## config.mk

```make
export PLATFORM = sky130hd
export DESIGN_NAME = clk_gate_ctrl_flat
export DESIGN_NICKNAME = d
export VERILOG_FILES = /design/src/rtl/clk_gate_ctrl_if.sv /design/src/rtl/clk_gate_ctrl.sv /design/src/flat_wrapper.sv
export SDC_FILE = /design/constraint.sdc
export NUM_CORES = 1
export LEC_CHECK = 0
export CORE_MARGIN = 3
export CORE_UTILIZATION = 50
export CTS_CLUSTER_DIAMETER = 60
export DETAILED_ROUTE_END_ITERATION = 7
export PLACE_DENSITY = 0.72
export SYNTH_ARGS = -nofsm -noshare
export SYNTH_HDL_FRONTEND = slang
export SYNTH_SLANG_ARGS = --single-unit
export TNS_END_PERCENT = 30
```

## constraint.sdc

```tcl
create_clock -name clk_i -period 3.6 [get_ports clk_i]
set_clock_uncertainty 0.05 [all_clocks]
set_input_delay 0.72 -clock clk_i [delete_from_list [all_inputs] [get_ports clk_i]]
set_output_delay 0.72 -clock clk_i [all_outputs]
set_load 0.05 [all_outputs]
```

## src/rtl/clk_gate_ctrl_if.sv

```systemverilog
// Clock-gate controller bus: wake/activity inputs, gate feedback,
// and per-domain enable/ready/error outputs.
interface clk_gate_ctrl_if #(
    parameter int NUM_DOMAINS = 4
);
    logic                   auto_en_i;
    logic [NUM_DOMAINS-1:0] req_i;
    logic [NUM_DOMAINS-1:0] busy_i;
    logic [NUM_DOMAINS-1:0] gate_fb_i;
    logic [NUM_DOMAINS-1:0] clk_en_o;
    logic [NUM_DOMAINS-1:0] ready_o;
    logic [NUM_DOMAINS-1:0] err_o;

    modport master (
        output auto_en_i,
        output req_i,
        output busy_i,
        output gate_fb_i,
        input  clk_en_o,
        input  ready_o,
        input  err_o
    );

    modport slave (
        input  auto_en_i,
        input  req_i,
        input  busy_i,
        input  gate_fb_i,
        output clk_en_o,
        output ready_o,
        output err_o
    );
endinterface

```

## src/rtl/clk_gate_ctrl.sv

```systemverilog
// Per-domain clock-gate sequencer: OFF/WAKE/ON/DRAIN with idle
// detection, gate feedback handshake and sticky timeout flag.
module clk_gate_ctrl #(
    parameter int NUM_DOMAINS  = 4,
    parameter int IDLE_CYCLES  = 16,
    parameter int WAKE_TIMEOUT = 8
) (
    input  logic         clk_i,
    input  logic         srst_i,
    clk_gate_ctrl_if.slave bus
);
    localparam int IW = $clog2(IDLE_CYCLES);
    localparam int HW = $clog2(WAKE_TIMEOUT + 1);

    localparam logic [IW-1:0] IDLE_MAX = IW'(IDLE_CYCLES - 1);
    localparam logic [HW-1:0] HS_MAX   = HW'(WAKE_TIMEOUT);
    localparam logic [HW-1:0] HS_LAST  = HW'(WAKE_TIMEOUT - 1);

    localparam logic [1:0] ST_OFF   = 2'd0;
    localparam logic [1:0] ST_WAKE  = 2'd1;
    localparam logic [1:0] ST_ON    = 2'd2;
    localparam logic [1:0] ST_DRAIN = 2'd3;

    logic [NUM_DOMAINS-1:0] en_v;
    logic [NUM_DOMAINS-1:0] rdy_v;
    logic [NUM_DOMAINS-1:0] err_v;

    for (genvar i = 0; i < NUM_DOMAINS; i++) begin : g_dom
        logic [1:0]    state_q, state_d;
        logic [IW-1:0] idle_q, idle_d;
        logic [HW-1:0] hs_q, hs_d;
        logic          err_q, err_d;
        logic          en_q, rdy_q;
        logic          active, fb, hs_stay;

        assign active = bus.req_i[i] | bus.busy_i[i] | ~bus.auto_en_i;
        assign fb     = bus.gate_fb_i[i];

        always_comb begin
            state_d = state_q;
            idle_d  = idle_q;
            unique case (state_q)
                ST_OFF: begin
                    if (active) state_d = ST_WAKE;
                end
                ST_WAKE: begin
                    if (fb) begin
                        state_d = ST_ON;
                        idle_d  = '0;
                    end
                end
                ST_ON: begin
                    if (active) begin
                        idle_d = '0;
                    end else if (idle_q == IDLE_MAX) begin
                        state_d = ST_DRAIN;
                        idle_d  = '0;
                    end else begin
                        idle_d = idle_q + 1'b1;
                    end
                end
                ST_DRAIN: begin
                    if (!fb) state_d = ST_OFF;
                end
                default: state_d = ST_OFF;
            endcase
        end

        // Handshake counter runs only while waiting on feedback, so it
        // reads zero on every entry into WAKE or DRAIN.
        assign hs_stay = ((state_q == ST_WAKE) && !fb) ||
                         ((state_q == ST_DRAIN) && fb);

        always_comb begin
            hs_d  = '0;
            err_d = err_q;
            if (hs_stay) begin
                hs_d = (hs_q == HS_MAX) ? hs_q : hs_q + 1'b1;
                if (hs_q == HS_LAST) err_d = 1'b1;
            end
        end

        always_ff @(posedge clk_i) begin
            if (srst_i) begin
                state_q <= ST_OFF;
                idle_q  <= '0;
                hs_q    <= '0;
                err_q   <= 1'b0;
                en_q    <= 1'b0;
                rdy_q   <= 1'b0;
            end else begin
                state_q <= state_d;
                idle_q  <= idle_d;
                hs_q    <= hs_d;
                err_q   <= err_d;
                en_q    <= (state_d == ST_WAKE) || (state_d == ST_ON);
                rdy_q   <= (state_d == ST_ON);
            end
        end

        assign en_v[i]  = en_q;
        assign rdy_v[i] = rdy_q;
        assign err_v[i] = err_q;
    end

    assign bus.clk_en_o = en_v;
    assign bus.ready_o  = rdy_v;
    assign bus.err_o    = err_v;
endmodule

```

## src/flat_wrapper.sv

```systemverilog
// flat-port wrapper written by rule: the top's interface ports become plain ports
module clk_gate_ctrl_flat 
#(
    parameter int NUM_DOMAINS  = 4,
    parameter int IDLE_CYCLES  = 16,
    parameter int WAKE_TIMEOUT = 8
)
  (clk_i, srst_i, bus_auto_en_i, bus_req_i, bus_busy_i, bus_gate_fb_i, bus_clk_en_o, bus_ready_o, bus_err_o);
  clk_gate_ctrl_if #(.NUM_DOMAINS(NUM_DOMAINS)) bus_i ();
  input  logic clk_i;
  input  logic srst_i;
  input wire logic [$bits(bus_i.auto_en_i)-1:0] bus_auto_en_i;
  input wire logic [$bits(bus_i.req_i)-1:0] bus_req_i;
  input wire logic [$bits(bus_i.busy_i)-1:0] bus_busy_i;
  input wire logic [$bits(bus_i.gate_fb_i)-1:0] bus_gate_fb_i;
  output wire logic [$bits(bus_i.clk_en_o)-1:0] bus_clk_en_o;
  output wire logic [$bits(bus_i.ready_o)-1:0] bus_ready_o;
  output wire logic [$bits(bus_i.err_o)-1:0] bus_err_o;
  assign bus_i.auto_en_i = bus_auto_en_i;
  assign bus_i.req_i = bus_req_i;
  assign bus_i.busy_i = bus_busy_i;
  assign bus_i.gate_fb_i = bus_gate_fb_i;
  assign bus_clk_en_o = bus_i.clk_en_o;
  assign bus_ready_o = bus_i.ready_o;
  assign bus_err_o = bus_i.err_o;
  clk_gate_ctrl #(.NUM_DOMAINS(NUM_DOMAINS), .IDLE_CYCLES(IDLE_CYCLES), .WAKE_TIMEOUT(WAKE_TIMEOUT)) u_core (.clk_i(clk_i), .srst_i(srst_i), .bus(bus_i));
endmodule
```

After elaboration in Yosys (flattened, before gate mapping)

Cells that the tools add are included.

Bits in registers: 52
Input port bits: 15
Output and inout bits: 12
Logic and storage cells: 161

$add $sub $neg: 8
Equality and inequality tests: 36
Muxes and demuxes: 40
Bitwise logic cells: 13
Reductions and logical operators: 40

Operators with widths:

| kind                                                             | count |
|---|---|
| 4-bit 2-to-1 mux                                                 | 12 |
| 2-bit 2-to-1 mux                                                 | 20 |
| 4-bit by 1-bit adder with 4-bit output (second input constant)   | 8 |
| 4-bit == test (second input constant)                            | 8 |
| 2-bit one-hot mux with 4 select lines                            | 4 |
| 4-bit one-hot mux with 2 select lines                            | 4 |
| 2-bit == test (second input constant)                            | 12 |
| 2-bit by 1-bit == test with 1-bit output (second input constant) | 8 |
| 4-bit by 3-bit == test with 1-bit output (second input constant) | 4 |
| 2-bit AND reduction                                              | 8 |
| 1-bit logical AND                                                | 8 |
| 2-bit zero test                                                  | 4 |
| 1-bit logical OR                                                 | 8 |
| 2-bit inequality test (second input constant)                    | 4 |
| 1-bit OR                                                         | 8 |
| 2-bit nonzero test                                               | 4 |
| 2-bit OR reduction                                               | 4 |
| 1-bit NOT                                                        | 5 |
| 1-bit zero test                                                  | 4 |

Longest topological paths before layout

Word-level depth: 6
Depth in mapped cells: 6
Depth with buffers taken out: 6

Worst setup path before layout

OpenSTA, ideal clock, no wires.

Path kind: input-to-reg
From: input bus_busy_i[0]
To: register u_core.g_dom[0].en_q
Setup time: 128 ps
Data arrival time: 1802 ps
Data required time: 3422 ps
Path slack: 1620 ps
Stages: 5
Buffers on the path: 0
Path through: or4b_4 -> o211ai_2 -> o21ai_1 -> ha_1 -> nor2_1

Word-level cells in the longest chain between the ends: 6
Elaborated cells between the ends (all ways): 8
Those cells by class: eq/ne: 2; mux: 3; bitwise: 2; reduce/logical: 1

Ends and longest elaborated chain:

| what                                                                             | RTL line                                 | source |
|---|---|---|
| start: declaration                                                               | flat_wrapper.sv:14                       | `input wire logic [$bits(bus_i.busy_i)-1:0] bus_busy_i;` |
| 1-bit OR (*) (2 in series)                                                       | clk_gate_ctrl.sv:36                      | `assign active = bus.req_i[i] \| bus.busy_i[i] \| ~bus.auto_en_i;` |
| 2-bit 2-to-1 mux (on tied branches)                                              | clk_gate_ctrl.sv:53, clk_gate_ctrl.sv:44 |  |
| 2-bit one-hot mux with 4 select lines (*)                                        | clk_gate_ctrl.sv:42                      | `unique case (state_q)` |
| 2-bit by 1-bit == test with 1-bit output / 2-bit == test (equally long branches) | clk_gate_ctrl.sv:96                      | `en_q <= (state_d == ST_WAKE) \|\| (state_d == ST_ON);` |
| 1-bit logical OR (*)                                                             | clk_gate_ctrl.sv:96                      |  |
| end signal: assignment                                                           | clk_gate_ctrl.sv:96                      |  |
| end: declaration                                                                 | clk_gate_ctrl.sv:33                      | `logic en_q, rdy_q;` |

Every way passes the cells marked *; elsewhere a longest branch is shown, timed or not.
A chain may end at the register's enable or synchronous reset.

Final worst setup path

From: input bus_auto_en_i
To: register u_core.g_dom[2].en_q

Word-level cells in the longest chain between the ends: 6
Elaborated cells between the ends (all ways): 8
Those cells by class: eq/ne: 2; mux: 3; bitwise: 2; reduce/logical: 1

Ends and longest elaborated chain:

| what                                                                             | RTL line                                 | source |
|---|---|---|
| start: declaration                                                               | flat_wrapper.sv:12                       | `input wire logic [$bits(bus_i.auto_en_i)-1:0] bus_auto_en_i;` |
| 1-bit NOT (*)                                                                    | clk_gate_ctrl.sv:36                      |  |
| 1-bit OR (*)                                                                     | clk_gate_ctrl.sv:36                      |  |
| 2-bit 2-to-1 mux (on tied branches)                                              | clk_gate_ctrl.sv:53, clk_gate_ctrl.sv:44 |  |
| 2-bit one-hot mux with 4 select lines (*)                                        | clk_gate_ctrl.sv:42                      |  |
| 2-bit by 1-bit == test with 1-bit output / 2-bit == test (equally long branches) | clk_gate_ctrl.sv:96                      |  |
| 1-bit logical OR (*)                                                             | clk_gate_ctrl.sv:96                      |  |
| end signal: assignment                                                           | clk_gate_ctrl.sv:96                      |  |
| end: declaration                                                                 | clk_gate_ctrl.sv:33                      |  |

Marks and branches as above.

==> flow_summary_export.csv <==
group,metric,value,unit
place,port-buffer-count,26,
timing,tns,0,ns
pwr,leakagePower,1.09,nW
run_status,outcome,"complete, no violations",
floorplan,die_w,78.9,um
logic_synthesis,async_flop_share,0,%
routing,dr.pass1.iters,4,
routing,ant_nets,0,
cts,cts_setup_buffers,0,
cts,cts_resized,0,
finish,regArea,0.00104,mm2
logic_synthesis,syn-cell-area,0.00266,mm2
logic_synthesis,synth_top_cell_area_share,39.1,%
timing,rsz0062_at_grt,"false",
floorplan,core,0.00494,mm2
finish,nets,340,
logic_synthesis,yosys.area.top_type,"dfxtp_1",
routing,vias,2096,
timing,fin_crit,2.28,ns
logic_synthesis,syn_nets,325,
timing,maxSlewHeadroom,62.1,%
finish,drive_gt1_share,4.53,%
cts,clk_pin_slew,0.09,ns
routing,wl_per_cell,12.8,um
flow_run,maxCapViolations,0,
floorplan,ios,27,
min_path,worstHoldPathCells,2,
logic_synthesis,synth_area_leaders,"dfxtp_1, ha_1, nand3_1",
critical_path,critPathRequiredTime,3.79,ns
cts,clockBufferDepth,2,
floorplan,start_util,53.8,%
place,post-dp-hpwl,3460,um
timing,fmax,0.439,GHz
routing,viasPerCell,5.57,
pwr,fin_total_pwr,1.09,mW
logic_synthesis,syn_inst,294,
cts,htreeDepth,2,
critical_path,cp-start-kind,"primary input",
global_route,grt_pass1_wl,8160,um
critical_path,crit_type,"primary input to flop",
cts,clock_latency,0.30,ns
cts,holdBufCountCts,0,
global_route,grt_max_degree,29,
logic_synthesis,synth-edff-count,0,
logic_synthesis,synth_most_common_cell,"dfxtp_1",
critical_path,path_max_fanout,7,
floorplan,num_rows,25,
timing,finalCritPeriodShare,63.2,%
routing,drc,0,
finish,multi_input_area,0.00144,mm2
timing,worstMarginPinSlew,0.568,ns
floorplan,die-area,0.00623,mm2
cts,cts.sinks,52,
routing,drtIter0Drc,79,
routing,totalWireLength,4820,um
global_route,grtUsageTotal,16.2,%
logic_synthesis,ys_warn_count,0,
global_route,antenna_found_initial,0,
finish,area_growth,11.7,%
critical_path,cp.arrival,2.46,ns
logic_synthesis,yosysSeqAreaShare,39.1,%
logic_synthesis,synth-main-ff-cell,"dfxtp_1",
pwr,powerDensity,366,mW/mm2
pwr,ir_worst_vdd,226,uV
critical_path,end_kind,"flop",
logic_synthesis,ys_types,37,
timing,hold_viol_final,0,
global_route,grt-ovfl-total,0,
cts,cts_buffers,5,
finish,fillers,460,
logic_synthesis,syn_area_per_cell,9.05,um2
cts,cts_root_buf,"clkbuf_8",
floorplan,die_h,78.9,um
place,place_congestion,0.820,
global_route,grt_pass1_vias,1928,
logic_synthesis,synth_top_cells_by_count,"dfxtp_1, nand3_1, nand2_1",
timing,setup_viol,0,
logic_synthesis,ys_ff_latch,52,
cts,cts_tree,"yes",
critical_path,r2r_cells,5,
timing,slew_viol_final,0,
min_path,hold_path.class,"flop to flop",
finish,diodes,0,
-- layer usage --
layer | vias up | GRT usage (%) | wire [um]
met5 | - | 0 | 0
met4 | 0 | 5.50 | 47
met3 | 4 | 3.97 | 204
met2 | 41 | 28.1 | 2310
met1 | 977 | 19.4 | 2260
li1 | 1074 | - | -
-- layout make-up --
class / count / share of cell area (%)
clock buffers: 6 / 2.44
clock inverters: 1 / 0.168
well taps: 67 / 2.82
repair buffers: 27 / 9.01
multi-input cells: 208 / 48.6
inverters: 15 / 1.90
flip-flops and latches: 52 / 35.0
-- critical path: stages --
cell	delay, ns
clkdlybuf4s50_1	0.58
nor4b_4	0.41
and4_1	0.27
o22ai_1	0.09
ha_1	0.30
nor2_1	0.09
-- path summary, 6_finish.rpt --
check                                                            from                                 end  slack [ns]
worst max-delay path                                    bus_auto_en_i     u_core.g_dom[2].en_q$_SDFF_PP0_        1.32
worst min-delay path               u_core.g_dom[3].err_q$_SDFFE_PP0P_  u_core.g_dom[3].err_q$_SDFFE_PP0P_        0.42
worst max register to register  u_core.g_dom[2].state_q[0]$_SDFF_PP0_     u_core.g_dom[2].en_q$_SDFF_PP0_        1.92
worst min register to register     u_core.g_dom[3].err_q$_SDFFE_PP0P_  u_core.g_dom[3].err_q$_SDFFE_PP0P_        0.42
-- through the flow --
step	hold slack, ns	instances	cell area [um2]	utilization (%)	setup slack (ns)
detailed placement	0.409	369	2890	58.5	0.989
finish	0.418	376	2970	60.1	1.32
global route	0.448	376	2970	60.1	1.18
floorplan	0.388	294	2660	-	1.62
global placement	0.403	369	2890	58.5	1.03
CTS	0.429	376	2970	60.1	1.30
-- state kept, by name, indices dropped and copies added, names as in the netlist --
register / flops
u_core.g_dom.idle_q: 16
u_core.g_dom.en_q: 4
u_core.g_dom.rdy_q: 4
u_core.g_dom.hs_q: 16
u_core.g_dom.err_q: 4
u_core.g_dom.state_q: 8
-- logic make-up (layout without fill, tap and decap cells) --
kind of cell    after synthesis  in the layout  share of synthesized area [%]
compound gates               47             47                           11.4
fa+ha+maj                    16             16                           7.53
flops                        52             52                           39.1
buf+inv                      34             49                           6.59
xor+xnor                     12             12                           3.95
mux                           4              4                           1.51
simple gates                129            129                           29.9
-- cell usage in the layout (no fill, tap or decap), types with 9 or more instances in the layout --
cell type	count
a21oi_1	18
a31oi_1	9
clkdlybuf4s50_1	26
dfxtp_1	52
ha_1	16
inv_1	15
nand2_1	21
nand3_1	32
nand3b_1	12
nor2_1	18
-- where the power goes --
| group | internal, mW | total [mW] | switching, mW |
|---|---|---|---|
| sequential | 0.596 | 0.621 | 0.0253 |
| combinational | 0.0667 | 0.157 | 0.0901 |
| clock | 0.133 | 0.309 | 0.176 |
| total | 0.795 | 1.09 | 0.292 |
(Power assumes the default switching activity.)
